File: config.mk
export PLATFORM = sky130hd
export DESIGN_NAME = mips_divider_flat
export DESIGN_NICKNAME = d
export VERILOG_FILES = /design/src/rtl/mips_divider_if.sv /design/src/rtl/mips_divider.sv /design/src/flat_wrapper.sv
export SDC_FILE = /design/constraint.sdc
export NUM_CORES = 1
export LEC_CHECK = 0
export ABC_AREA = 1
export CORE_AREA = 2 2 153 155
export CTS_CLUSTER_SIZE = 40
export DETAILED_ROUTE_END_ITERATION = 8
export DIE_AREA = 0 0 155 157
export PLACE_DENSITY = 0.83
export SLEW_MARGIN = 20
export SYNTH_ARGS = -nofsm -noshare
export SYNTH_HDL_FRONTEND = slang
export SYNTH_SLANG_ARGS = --single-unit
File: constraint.sdc
create_clock -name clk -period 3.07 [get_ports clk]
set_clock_uncertainty 0.05 [all_clocks]
set_input_delay 0.614 -clock clk [delete_from_list [all_inputs] [get_ports clk]]
set_output_delay 0.614 -clock clk [all_outputs]
set_load 0.005 [all_outputs]
File: src/rtl/mips_divider_if.sv
// Request/response bundle for mips_divider. The requester drives the operands
// and the start strobe; the divider returns status and results.
interface mips_divider_if #(
   parameter int WIDTH = 32
);
   logic             start;
   logic             signdiv;
   logic [WIDTH-1:0] a;
   logic [WIDTH-1:0] b;
   logic             busy;
   logic             done;
   logic [WIDTH-1:0] q;
   logic [WIDTH-1:0] r;
   logic             div0;

   modport master (
      output start, signdiv, a, b,
      input  busy, done, q, r, div0
   );

   modport slave (
      input  start, signdiv, a, b,
      output busy, done, q, r, div0
   );
endinterface

File: src/rtl/mips_divider.sv
// Multi-cycle MIPS-style divider (DIV/DIVU/MOD/MODU). Restoring division on
// operand magnitudes, one quotient bit per cycle, followed by a sign-fix cycle.
// A zero divisor bypasses the datapath and reports div0 straight away.
module mips_divider #(
   parameter int WIDTH = 32
) (
   input  logic          clk,
   input  logic          rst_n,
   mips_divider_if.slave bus
);

   localparam int CNT_W = (WIDTH > 1) ? $clog2(WIDTH) : 1;

   typedef enum logic [1:0] {
      IDLE,
      CALC,
      FIX,
      DONE
   } state_t;

   state_t           state_q;
   logic [WIDTH:0]   rem_q;      // partial remainder, one bit wider than the divisor
   logic [WIDTH-1:0] quo_q;      // dividend bits shift out, quotient bits shift in
   logic [WIDTH-1:0] dvsr_q;     // divisor magnitude
   logic [CNT_W-1:0] cnt_q;      // quotient bits produced so far
   logic             neg_a_q;    // remainder takes the dividend's sign
   logic             neg_q_q;    // quotient negative when operand signs differ
   logic             busy_q;
   logic             done_q;
   logic             div0_q;
   logic [WIDTH-1:0] q_q;
   logic [WIDTH-1:0] r_q;

   logic [WIDTH:0]   shift_d;
   logic [WIDTH+1:0] diff_d;
   logic [WIDTH-1:0] mag_a_d;
   logic [WIDTH-1:0] mag_b_d;
   logic [WIDTH-1:0] q_fix_d;
   logic [WIDTH-1:0] r_fix_d;
   logic             accept_d;

   // Trial subtraction, operand magnitudes and sign-corrected results.
   // NOTE: every signal is assigned on every path through this block, so no latch is inferred.
   always_comb begin
      shift_d  = {rem_q[WIDTH-1:0], quo_q[WIDTH-1]};
      diff_d   = {1'b0, shift_d} - {2'b00, dvsr_q};
      mag_a_d  = (bus.signdiv && bus.a[WIDTH-1]) ? -bus.a : bus.a;
      mag_b_d  = (bus.signdiv && bus.b[WIDTH-1]) ? -bus.b : bus.b;
      q_fix_d  = neg_q_q ? -quo_q : quo_q;
      r_fix_d  = neg_a_q ? -rem_q[WIDTH-1:0] : rem_q[WIDTH-1:0];
      accept_d = bus.start && ((state_q == IDLE) || (state_q == DONE));
   end

   // Control FSM and datapath registers, including the registered outputs.
   // NOTE: sequential state uses non-blocking assignments so every register samples pre-edge values.
   always_ff @(posedge clk or negedge rst_n) begin
      if (!rst_n) begin
         state_q <= IDLE;
         rem_q   <= '0;
         quo_q   <= '0;
         dvsr_q  <= '0;
         cnt_q   <= '0;
         neg_a_q <= 1'b0;
         neg_q_q <= 1'b0;
         busy_q  <= 1'b0;
         done_q  <= 1'b0;
         div0_q  <= 1'b0;
         q_q     <= '0;
         r_q     <= '0;
      end else begin
         case (state_q)
            IDLE, DONE: begin
               state_q <= IDLE;
               busy_q  <= 1'b0;
               done_q  <= 1'b0;
               if (accept_d) begin
                  div0_q  <= 1'b0;
                  quo_q   <= mag_a_d;
                  dvsr_q  <= mag_b_d;
                  rem_q   <= '0;
                  cnt_q   <= '0;
                  neg_a_q <= bus.signdiv & bus.a[WIDTH-1];
                  neg_q_q <= bus.signdiv & (bus.a[WIDTH-1] ^ bus.b[WIDTH-1]);
                  if (bus.b == '0) begin
                     // Zero divisor: report immediately with the raw dividend.
                     state_q <= DONE;
                     done_q  <= 1'b1;
                     q_q     <= '1;
                     r_q     <= bus.a;
                     div0_q  <= 1'b1;
                  end else begin
                     state_q <= CALC;
                     busy_q  <= 1'b1;
                  end
               end
            end
            CALC: begin
               if (!diff_d[WIDTH+1]) begin
                  rem_q <= diff_d[WIDTH:0];
                  quo_q <= {quo_q[WIDTH-2:0], 1'b1};
               end else begin
                  rem_q <= shift_d;
                  quo_q <= {quo_q[WIDTH-2:0], 1'b0};
               end
               if (cnt_q == CNT_W'(WIDTH - 1)) begin
                  state_q <= FIX;
               end else begin
                  cnt_q <= cnt_q + 1'b1;
               end
            end
            FIX: begin
               q_q     <= q_fix_d;
               r_q     <= r_fix_d;
               state_q <= DONE;
               busy_q  <= 1'b0;
               done_q  <= 1'b1;
            end
            default: state_q <= IDLE;
         endcase
      end
   end

   assign bus.busy = busy_q;
   assign bus.done = done_q;
   assign bus.div0 = div0_q;
   assign bus.q    = q_q;
   assign bus.r    = r_q;

endmodule

File: src/flat_wrapper.sv
// flat-port wrapper written by rule: the top's interface ports become plain ports
module mips_divider_flat 
#(
   parameter int WIDTH = 32
)
  (clk, rst_n, bus_start, bus_signdiv, bus_a, bus_b, bus_busy, bus_done, bus_q, bus_r, bus_div0);
  mips_divider_if #(.WIDTH(WIDTH)) bus_i ();
  input  logic clk;
  input  logic rst_n;
  input wire logic [$bits(bus_i.start)-1:0] bus_start;
  input wire logic [$bits(bus_i.signdiv)-1:0] bus_signdiv;
  input wire logic [$bits(bus_i.a)-1:0] bus_a;
  input wire logic [$bits(bus_i.b)-1:0] bus_b;
  output wire logic [$bits(bus_i.busy)-1:0] bus_busy;
  output wire logic [$bits(bus_i.done)-1:0] bus_done;
  output wire logic [$bits(bus_i.q)-1:0] bus_q;
  output wire logic [$bits(bus_i.r)-1:0] bus_r;
  output wire logic [$bits(bus_i.div0)-1:0] bus_div0;
  assign bus_i.start = bus_start;
  assign bus_i.signdiv = bus_signdiv;
  assign bus_i.a = bus_a;
  assign bus_i.b = bus_b;
  assign bus_busy = bus_i.busy;
  assign bus_done = bus_i.done;
  assign bus_q = bus_i.q;
  assign bus_r = bus_i.r;
  assign bus_div0 = bus_i.div0;
  mips_divider #(.WIDTH(WIDTH)) u_core (.clk(clk), .rst_n(rst_n), .bus(bus_i));
endmodule
==> results.md <==
* Status: finished clean
* Synthesized area at approximately 14000 um^2
* Clock power frac at about 15%
* First-pass DRT Iterations at 6
* Power, Total at ~14 mW
* Synthesized flop and latch total at 172
* Comb pwr share at 57.7%
* VDD IR max at just under 1 mV
* Post-route DRC at 0
* Post-layout util at a little over two thirds
* Initial antenna violation count at 0
* Net Sw Frac at 50.0%
* DR WL/cell at 17.7 um
* Area grow syn2layout at 16.6%
* Slew Limit Fails at 0
* Post_cts resized at 0
* Top Family by Delay on Critical Path: simple AND/OR/NAND/NOR gates
* Post-Layout Inst Area at approximately 16000 um^2
* Clk_lat worst skew at around 0.44 ns
* Vias at around 15000
* PD cells at between 900 and 1000 nW/um^2
* Flop pwr share at between 20% and 30%
* Synth area leader: dfrtp_1
* Clock Sinks at about 170
* Die Wd at between 150 and 200 um
* Synth area leaders: dfrtp_1 (32%), nand2_1 (18%), nand3_1 (8.8%)
* CP max-delay cell: dfrtp_1
* Worst EP arrival at around 3.0 ns
* Critical Path RT at 3.35 ns
* CTS tree: done
* Most Frequent Cell on Critical Path: nand2_1
* Worst-path fanout max at 32
* Row count at between 50 and 60
* Initial drt markers at ~1700
* Final net count at roughly 2400
* Hold-fix buffers at CTS at 0
* Total Wirelength at approximately 46000 um
* Root Buffer: clkbuf_16
* Fin cells at 2580
* Final setup TNS at 0 ns
* Post-synth EDFFs at 0
* Worst-Margin Slew at roughly 0.57 ns
* Post-synth net total at around 2300
* Die area at 24300 um^2
* Remaining global-route overflow at 0
* RePlAce Congestion at between 1 and 1.5
* RSZ-0062 raised after global routing: no
* Antenna-violating nets left at 0
* Fmax at 0.375 GHz
* # port buffers at about 130
* Worst Setup End Kind: flip-flop
* Number of buffers created by CTS at 17
* ANT cells at 0
* Count leader, synth: nand2_1
* Yosys warns at 0
* Layout cells sized above 1 at under 10%
* Slowest stage delay, CP at about 0.43 ns
* # placed instances at between 2000 and 3000
* Min-delay worst type: input port to asynchronous set/reset pin
* Min Tclk post-route at about 2.7 ns
* Hold Vio Cnt, Final at 0
* MaxCap Viol Count at 0
* Synth top area share at between 30% and 40%
* Post-synth ARST share at 100%
* Final hold slack at 0.00434 ns
* PnR worst setup slack at ~0.4 ns
* Core area at ~23000 um^2
* Largest net degree at the start of global routing at 94
* LEAKAGE at approximately 8 nW
* Number of fill cells at 1946
* Critical path type: flip-flop to flip-flop
* Initial core utilization at 60.7%
* Post-CTS Setup Bufs at 0
* CP Cell Sequence: ha_1 > buf_4 > a21oi_1 > o21ai_0 > nor2_1 > nand2_1 > nor2_4 > buf_4 > nand3_1 > nand2_1 > inv_1 > nand2_1 > nand2_1
* First-pass GRT wire length at about 73000 um
* Switching pwr at around 7.2 mW
* Die height at about 160 um
* Period utilization at 86.9%
* Netlist cell types at 47
* Nature of the critical path startpoint: flip-flop
* Clock Tree Buf Depth at 2
* Total Routing Usage GR at a little under two fifths
* DP Worst Slack at ~0.14 ns
* Commonest cells post-synth: nand2_1 (656), inv_1 (296), nand3_1 (241)
* H-tree Lvls at 4
* Syn Area/Cell at between 6 and 7 um^2
* CP bufs+invs at 3
* CTS clk-pin slew, worst paths at approximately 0.07 ns
* Vias in the first global route at ~14000
* Register area share after synthesis at between 30% and 40%
* Internal Power at ~7.2 mW
* Top_reg_cell synth: dfrtp_1
* Placed cell areas at 15300 um^2
* Synth Instances at 2159
* Max-slew headroom at roughly three fifths
* Drt via density at 5.89
* HPWL Detailed at 35900 um
* Final setup violation count at 0
* Boundary pin count at 135
==> power by group through the flow <==
stage / sequential, mW / combinational [mW] / clock, mW
final: 3.90 / 8.33 / 2.20
after CTS: 3.85 / 8.13 / 2.19
after global placement: 3.86 / 7.86 / 0
after floorplan: 3.67 / 5.41 / 0
after detailed placement: 3.88 / 8.07 / 0
after global routing: 3.98 / 9.23 / 2.28
==> cell usage in the layout (no fill, tap or decap), drive strengths merged <==
cell type      netlist  layout
a32o                 2       2
o2111ai              1       1
o31ai                3       3
o221ai               3       3
nor2               228     228
o21ai              149     149
o41ai                1       1
and2                 4       4
buf                 35      41
nor4                 3       3
fa                   1       1
o21bai               3       3
and3                 1       1
nor3                25      25
nand4               34      34
nand3              242     242
a21oi               80      80
o22a                 5       5
or2                 11      11
o22ai                1       1
xor2                49      49
nand2              661     661
nand3b               5       5
clkdlybuf4s50        0     133
dfrtp              172     172
clkinvlp             0       1
mux2                 1       1
a31oi               29      29
inv                300     308
ha                  42      42
clkinv               2       7
clkbuf              35      18
o211ai              13      13
xnor2               18      18
==> path summary, 6_finish.rpt <==
path                            slack (ns)              from               end  cells after the start
min in group clk                      0.44  u_core.dvsr_q[3]  u_core.dvsr_q[3]                      2
worst max-delay path                  0.40  u_core.rem_q[29]  u_core.rem_q[31]                     13
worst min-delay path                 0.004             rst_n   u_core.rem_q[2]                      1
max in group asynchronous             2.13             rst_n  u_core.quo_q[26]                      2
worst max register to register        0.40  u_core.rem_q[29]  u_core.rem_q[31]                     13
worst min register to register        0.44  u_core.dvsr_q[3]  u_core.dvsr_q[3]                      2
==> sequential cells by signal (all words and copies together) (netlist names) <==
name             flops
u_core.quo_q        32
u_core.bus.q        32
u_core.state_q       2
u_core.bus.div0      1
u_core.rem_q        32
u_core.bus.busy      1
u_core.neg_q_q       1
u_core.cnt_q         5
u_core.neg_a_q       1
u_core.bus.r        32
u_core.dvsr_q       32
u_core.bus.done      1
==> logic make-up after synthesis <==
family	synth area share, %
AO/OA/AOI/OAI	11.7
flip-flops	31.5
XOR/XNOR	4.30
multiplexers	0.0825
AND/OR/NAND/NOR	37.5
adder cells (fa/ha/maj)	4.00
buffers and inverters	10.9
==> metal layers <==
layer | part of all wire (%) | up-vias | routed length [um] | track usage [%]
met3 | 13 | 112 | 5730 | 10.7
met2 | 42 | 913 | 19400 | 56.5
li1 | - | 7169 | - | -
met4 | 3.3 | 0 | 1520 | 13.0
met5 | 0 | - | 0 | 0
met1 | 42 | 7005 | 19100 | 53.5
==> final cells by class <==
cell class,instances,area (um^2),area share (%)
Timing Repair Buffer,174,1670,10.5
Tap cell,285,357,2.24
Sequential cell,172,4300,27.0
Clock buffer,18,439,2.76
Inverter,302,1130,7.12
Multi-Input combinational cell,1615,7870,49.4
Clock inverter,14,149,0.935
Power figures use the tool's default switching activity.
